==> config.mk <==
export PLATFORM = sky130hd
export DESIGN_NAME = ps2_host_tx
export DESIGN_NICKNAME = d
export VERILOG_FILES = /design/src/rtl/ps2_host_tx.sv
export SDC_FILE = /design/constraint.sdc
export NUM_CORES = 1
export LEC_CHECK = 0
export CAP_MARGIN = 20
export CORE_MARGIN = 2
export CORE_UTILIZATION = 40
export DETAILED_ROUTE_END_ITERATION = 16
export GPL_TIMING_DRIVEN = 0
export PLACE_DENSITY_LB_ADDON = 0.3
export SYNTH_ARGS = -nofsm -noshare
export SYNTH_HDL_FRONTEND = slang
export SYNTH_SLANG_ARGS = --single-unit
==> constraint.sdc <==
create_clock -name clk -period 2.6 [get_ports clk]
set_input_delay 0.65 -clock clk [delete_from_list [all_inputs] [get_ports clk]]
set_output_delay 0.65 -clock clk [all_outputs]
set_load 0.005 [all_outputs]
==> src/rtl/ps2_host_tx.sv <==
// Host-to-device PS/2 command transmitter: inhibits the bus, sends one framed byte
// as the keyboard clocks it, then collects the device acknowledge or times out.
module ps2_host_tx #(
   parameter int INHIBIT_CYCLES = 5000,
   parameter int TIMEOUT_CYCLES = 750000,
   parameter int FILTER_LEN     = 8
) (
   input  logic       clk,
   input  logic       rst,
   input  logic [7:0] din,
   input  logic       wr,
   input  logic       ps2c_in,
   input  logic       ps2d_in,
   output logic       ps2c_oe,
   output logic       ps2d_oe,
   output logic       busy,
   output logic       done,
   output logic       err
);

   localparam int WD_W  = $clog2(TIMEOUT_CYCLES + 1);
   localparam int INH_W = $clog2(INHIBIT_CYCLES + 1);
   localparam int FLT_W = $clog2(FILTER_LEN + 1);

   typedef enum logic [2:0] {IDLE, INHIBIT, RELEASE, SEND, ACK, WAIT_IDLE} state_t;

   logic             c_meta, c_sync, d_meta, d_sync;
   logic             ps2c_f, fall;
   logic [FLT_W-1:0] flt_cnt;

   state_t           state, state_n;
   logic             ps2c_oe_n, ps2d_oe_n, busy_n, done_n, err_n;
   logic [9:0]       shift, shift_n;
   logic [3:0]       bit_cnt, bit_cnt_n;
   logic [INH_W-1:0] inh_cnt, inh_cnt_n;
   logic [WD_W-1:0]  wd_cnt, wd_cnt_n;
   logic             watched, timeout;

   // Idle bus level is high, so the synchronizers and filter come out of reset released.
   always_ff @(posedge clk or posedge rst) begin
      if (rst) begin
         c_meta  <= 1'b1;
         c_sync  <= 1'b1;
         d_meta  <= 1'b1;
         d_sync  <= 1'b1;
         ps2c_f  <= 1'b1;
         flt_cnt <= '0;
         fall    <= 1'b0;
      end else begin
         c_meta <= ps2c_in;
         c_sync <= c_meta;
         d_meta <= ps2d_in;
         d_sync <= d_meta;
         fall   <= 1'b0;
         if (c_sync == ps2c_f) begin
            flt_cnt <= '0;
         end else if (flt_cnt == FLT_W'(FILTER_LEN - 1)) begin
            ps2c_f  <= c_sync;
            flt_cnt <= '0;
            fall    <= ps2c_f;
         end else begin
            flt_cnt <= flt_cnt + 1'b1;
         end
      end
   end

   always_ff @(posedge clk or posedge rst) begin
      if (rst) begin
         state   <= IDLE;
         ps2c_oe <= 1'b0;
         ps2d_oe <= 1'b0;
         busy    <= 1'b0;
         done    <= 1'b0;
         err     <= 1'b0;
         shift   <= '0;
         bit_cnt <= '0;
         inh_cnt <= '0;
         wd_cnt  <= '0;
      end else begin
         state   <= state_n;
         ps2c_oe <= ps2c_oe_n;
         ps2d_oe <= ps2d_oe_n;
         busy    <= busy_n;
         done    <= done_n;
         err     <= err_n;
         shift   <= shift_n;
         bit_cnt <= bit_cnt_n;
         inh_cnt <= inh_cnt_n;
         wd_cnt  <= wd_cnt_n;
      end
   end

   // A fall in the same cycle as an expiring watchdog restarts it instead of timing out.
   assign watched = (state == RELEASE) || (state == SEND) || (state == ACK) || (state == WAIT_IDLE);
   assign timeout = watched && !fall && (wd_cnt == WD_W'(TIMEOUT_CYCLES));

   always_comb begin
      state_n   = state;
      ps2c_oe_n = ps2c_oe;
      ps2d_oe_n = ps2d_oe;
      busy_n    = busy;
      done_n    = 1'b0;
      err_n     = err;
      shift_n   = shift;
      bit_cnt_n = bit_cnt;
      inh_cnt_n = inh_cnt;
      wd_cnt_n  = '0;
      if (watched && !fall && !timeout) wd_cnt_n = wd_cnt + 1'b1;

      case (state)
         IDLE: begin
            ps2c_oe_n = 1'b0;
            ps2d_oe_n = 1'b0;
            if (wr && !done) begin
               shift_n   = {1'b1, ~^din, din};
               err_n     = 1'b0;
               busy_n    = 1'b1;
               ps2c_oe_n = 1'b1;
               if (INHIBIT_CYCLES < 2) ps2d_oe_n = 1'b1;
               inh_cnt_n = '0;
               bit_cnt_n = '0;
               state_n   = INHIBIT;
            end
         end
         INHIBIT: begin
            inh_cnt_n = inh_cnt + 1'b1;
            if (inh_cnt == INH_W'(INHIBIT_CYCLES - 2)) ps2d_oe_n = 1'b1;
            if (inh_cnt == INH_W'(INHIBIT_CYCLES - 1)) begin
               ps2c_oe_n = 1'b0;
               ps2d_oe_n = 1'b1;
               state_n   = RELEASE;
            end
         end
         RELEASE: begin
            ps2c_oe_n = 1'b0;
            state_n   = SEND;
         end
         SEND: begin
            if (fall) begin
               ps2d_oe_n = ~shift[0];
               shift_n   = {1'b0, shift[9:1]};
               bit_cnt_n = bit_cnt + 1'b1;
               if (bit_cnt == 4'd9) state_n = ACK;
            end
         end
         ACK: begin
            if (fall) begin
               err_n   = d_sync;
               state_n = WAIT_IDLE;
            end
         end
         WAIT_IDLE: begin
            if (ps2c_f && d_sync) begin
               done_n  = 1'b1;
               busy_n  = 1'b0;
               state_n = IDLE;
            end
         end
         default: state_n = IDLE;
      endcase

      if (timeout) begin
         err_n     = 1'b1;
         ps2c_oe_n = 1'b0;
         ps2d_oe_n = 1'b0;
         done_n    = 1'b1;
         busy_n    = 1'b0;
         state_n   = IDLE;
      end

      if (state_n != state) wd_cnt_n = '0;
   end

endmodule

After elaboration in Yosys (flattened, before gate mapping)
Index checks and enable logic that the tools add are counted.
Storage, ports and cells
  output and inout port bits: 5
  flip-flop bits (word level): 65
  input bits: 13
Cells by class
  reduce and logical (&&, ||, !) cells: 26
  multiplexer cells: 42
  equality and inequality tests: 20
  bitwise operators: 2
  add/sub/neg operators: 4
Operators with widths (number)
  $mux W20: 2
  $eq A13 B13 Y1 const B: 2
  $pmux W13 S2: 1
  $mux W3: 7
  $add A20 B1 Y20 const B: 1
  $eq A20 B20 Y1 const B: 1
  $mux W10: 2
  $pmux W10 S2: 1
  $mux W1: 18
  $pmux W3 S6: 1
  $mux W4: 4
  $add A13 B1 Y13 const B: 1
  $mux W13: 1
  $ne A3 B3 Y1 const B: 4
  $reduce_and A3 Y1: 4
  $add A4 B1 Y4 const B: 2
  $pmux W4 S2: 1
  $reduce_bool A4 Y1: 2
  $reduce_xnor A8 Y1: 1
  $eq A3 B2 Y1 const B: 2
  $eq A3 B3 Y1 const B: 2
  $pmux W1 S3: 2
  $reduce_and A2 Y1: 3
  $reduce_bool A3 Y1: 2
  other kinds (15): 27

Logic depth before layout (Yosys ltp)
  depth in word-level cells: 10
  depth in mapped cells: 8

Least setup slack after synthesis
Ideal clock, no wire load.
  path kind: register -> register
  start: reg inh_cnt[4]
  end: reg wd_cnt[9]
  arrival time: 1929 ps
  stages on the path, launching flop included: 7
  required time: 2512 ps
  setup slack: 583 ps
  buffers on the path: 1
  cell sequence: dfrtp_1 -> or4b_1 -> nor3_2 -> a31oi_1 -> o311a_1 -> buf_6 -> a211oi_2
Between the ends
  cells in the longest elaborated chain, start to end: 6
Ends and longest elaborated chain
  start, declared: line 35  | logic [INH_W-1:0] inh_cnt, inh_cnt_n;
  start signal, assigned: line 88  | inh_cnt <= inh_cnt_n;
  $eq A13 B13 Y1: line 128  | if (inh_cnt == INH_W'(INHIBIT_CYCLES - 1)) begin
  $mux W3: line 128
  $pmux W3 S6: line 110  | case (state)
  $mux W3: line 162  | if (timeout) begin
  $ne A3 B3 Y1: line 171  | if (state_n != state) wd_cnt_n = '0;
  $mux W20: line 171
  net wd_cnt_n[9]: line 36  | logic [WD_W-1:0] wd_cnt, wd_cnt_n;
  end signal, assigned: line 89  | wd_cnt <= wd_cnt_n;
  end, declared: line 36
The timed path passes the listed nets, and every way through them passes these cells.
A chain may end at the register's enable or synchronous reset.

Worst setup path in the final report
  start: in wr
  end: reg bit_cnt[1]
Between the ends
  cells in the longest elaborated chain, start to end: 3
Ends and longest elaborated chain
  start, declared: line 11  | input logic wr,
  $logic_and A1 B1 Y1: line 114  | if (wr && !done) begin
  $ne A2 B2 Y1 (no source line)
  $reduce_and A3 Y1 (no source line)
  end signal, assigned: line 87  | bit_cnt <= bit_cnt_n;
  end, declared: line 34  | logic [3:0] bit_cnt, bit_cnt_n;
Every way passes these cells.

==> run metrics <==
outcome complete, no violations; Post-CTS Setup Inserts 0; Rows 33; Antenna Cells 0; most frequent CP cell clkbuf_1; DR iter-0 viols 116; overall power 0.00264 W; grt total ovfl 0; Peak Freq 0.432 GHz; post-layout util 47.8%; Die H just under 100 um; Filler cells 771; async set-or-reset flop fraction in the synthesized netlist 100%; antenna viol nets, final 0; I/O Buffers 17; sequential cell area 1630 um^2; later-pin clock latency in the skew report 0.34 ns; worst min-delay path class reg -> reg; final wirelength 6580 um; Core ar. 8220 um^2; Post-synth top cells 60 x dfrtp_1, 33 x nor2_1, 27 x nand2_1; TritonCTS clock tree built; pre-CTS setup slack -0.0677 ns; Final Hold Viols 0; CTS Root Cell clkbuf_8; Syn Inst Count approximately 340; startpoint of the worst hold path c_meta; Num CTS Buffers 9; startpoint types primary input; Setup crit end kind register; Synth Area per Inst 10.1 um^2; dpl cells between 400 and 500; ys flop type dfrtp_1; sequential share of the synthesized area between 40 and 50%; cell taking the most area after synthesis dfrtp_1; RSZ-0062 raised after global routing false; Post-synth EDFFs 0; worst flop-to-flop path startpoint inh_cnt[4]; Ys Warns 0; CP max stage cell clkdlybuf4s50_1; Reg clk slew, reported paths roughly 0.08 ns; total track usage 15.6%; endpoints failing setup 0; clock skew 0.0105 ns; setup TNS 0 ns; most common cell in the netlist dfrtp_1; share of the synthesized area in the top cell type about 44%; fin crit share between 80% and 90%; wire per inst 13.9 um; Critical path origin wr; crit-path leading delay family buffers and inverters; initial antenna violation count 0; final worst setup slack 0.287 ns; Placer Congestion approximately 0.76; I/O pins 18; first-pass GRT wire length 11200 um; Post-Layout Cell Count 474; min cycle time layout 2.31 ns; DIE AREA around 9300 um^2; Slew headroom 46.8%; CP peak stage delay 0.46 ns; Pwr per Cell Area 672 nW/um^2; fraction of layout cells with a size suffix above 1 ~12%; Layout Nets between 300 and 400; H-Tree Depth 3; total vias in the final route 2554; DRC viols 0; clk buf depth 2; Crit path buffers/inverters 3; CP Class in -> reg; Arrival @ worst endpoint 2.51 ns; synth unique cells 46; Mapped Area 3400 um^2; area grow syn2layout 15.6%; Vias per Instance 5.39; Yosys reg bits 65; maximum number of pins on one net before global-route repair 66; Cell Chain, Critical Path clkdlybuf4s50_1 -> nand2b_1 -> or4_1 -> clkbuf_1 -> nand2_1 -> clkbuf_1 -> o22ai_1; final count of pins violating max slew 0; clk sinks 65; Lkg Pwr 1.56 nW; required time worst endpoint 2.80 ns; Max-Cap Viols 0; Initial Util 41.4%; vias in the first global route 2509; Worst Tran Pin Value 0.798 ns; Mapped Nets roughly 360; Synth area leaders dfrtp_1 44%, a211oi_2 7.0%, xnor2_1 5.2%, dfstp_2 3.9%, nor2_1 3.6%; HPWL Detailed 4410 um; Pre-antenna DRT Iters 4; multi-input logic area 1650 um^2; Max Fanout on Critical Path 10; Max VDD drop about 240 uV; die outline width roughly 96 um
[stage by stage]
step	hold WS [ns]	cell area, um^2
2_1_floorplan	0.345	3400
3_3_place_gp	0.347	3700
3_5_place_dp	0.349	3700
4_1_cts	0.360	3930
5_1_grt	0.366	3930
6_report	0.358	3930
[what timing repair did]
item | 4_1_cts | 5_1_grt
hold buffers | 0 | 0
endpoints found under the setup margin | 0 | 5
gates resized for setup | 0 | 1
[worst paths after layout]
path | cells after the start | end | slack, ns
max | 7 | bit_cnt[1] | 0.29
min | 0 | c_sync | 0.36
max reg2reg | 6 | wd_cnt[8] | 0.31
min reg2reg | 0 | c_sync | 0.36
max in group asynchronous | 2 | wd_cnt[14] | 1.25
min in group asynchronous | 2 | inh_cnt[6] | 0.81
[final cells by class]
class	count	share of cell area [%]
Multi-Input combinational cell	243	42.1
Tap cell	105	3.34
Clock buffer	11	3.60
Clock inverter	5	2.01
Inverter	13	1.31
Buffer	15	1.81
Timing Repair Buffer	17	4.33
Sequential cell	65	41.5
[cell families after synthesis]
kind of cell | share of synthesized area, %
AND/OR/NAND/NOR | 18.1
AO/OA/AOI/OAI | 16.4
flip-flops | 48.0
XOR/XNOR | 7.47
buffers and inverters | 3.53
multiplexers | 3.86
adder cells (fa/ha/maj) | 2.58
[registers in the layout (all words and copies together) (netlist names), 3 cells and up]
| name | flops |
|---|---|
| inh_cnt | 13 |
| flt_cnt | 4 |
| shift | 10 |
| state | 3 |
| bit_cnt | 4 |
| wd_cnt | 20 |
[layout by cell type (no fill, tap or decap), types with 5 or more instances in the layout]
| cell type | n |
|---|---|
| ha_1 | 7 |
| xor2_1 | 9 |
| dfstp_2 | 5 |
| o21ai_0 | 20 |
| clkbuf_8 | 10 |
| nor2_1 | 33 |
| xnor2_1 | 20 |
| nand2_1 | 27 |
| dfrtp_1 | 60 |
| inv_1 | 12 |
| clkdlybuf4s50_1 | 17 |
| a211oi_2 | 19 |
| mux2i_1 | 12 |
| nand4_1 | 12 |
| clkbuf_1 | 14 |
| nand3_1 | 11 |
| a21oi_1 | 14 |
| o31ai_1 | 5 |
[report_power, final]
| part | switching, W | leakage [nW] | internal, W | total (W) |
|---|---|---|---|---|
| Clock | 0.000395 | 0.113 | 0.000565 | 0.000960 |
| Sequential | 0.000105 | 0.832 | 0.00115 | 0.00125 |
| Combinational | 0.000228 | 0.613 | 0.000200 | 0.000428 |
| Total | 0.000729 | 1.56 | 0.00191 | 0.00264 |
[per-layer routing]
layer | track usage, % | part of all wire, %
met2 | 25.1 | 47
met4 | 5.00 | 1.1
met5 | 0 | 0
met3 | 4.70 | 4.3
met1 | 20.1 | 48
[worst register-to-register path, cell delays in order, from the launching register on]
cell and delay, ns:
dfrtp_1 0.44, or4b_1 0.54, nor3_2 0.23, a31oi_1 0.19
o311a_1 0.40, buf_6 0.18, a211oi_2 0.23
Note: power is estimated with default switching activity, not from simulation.
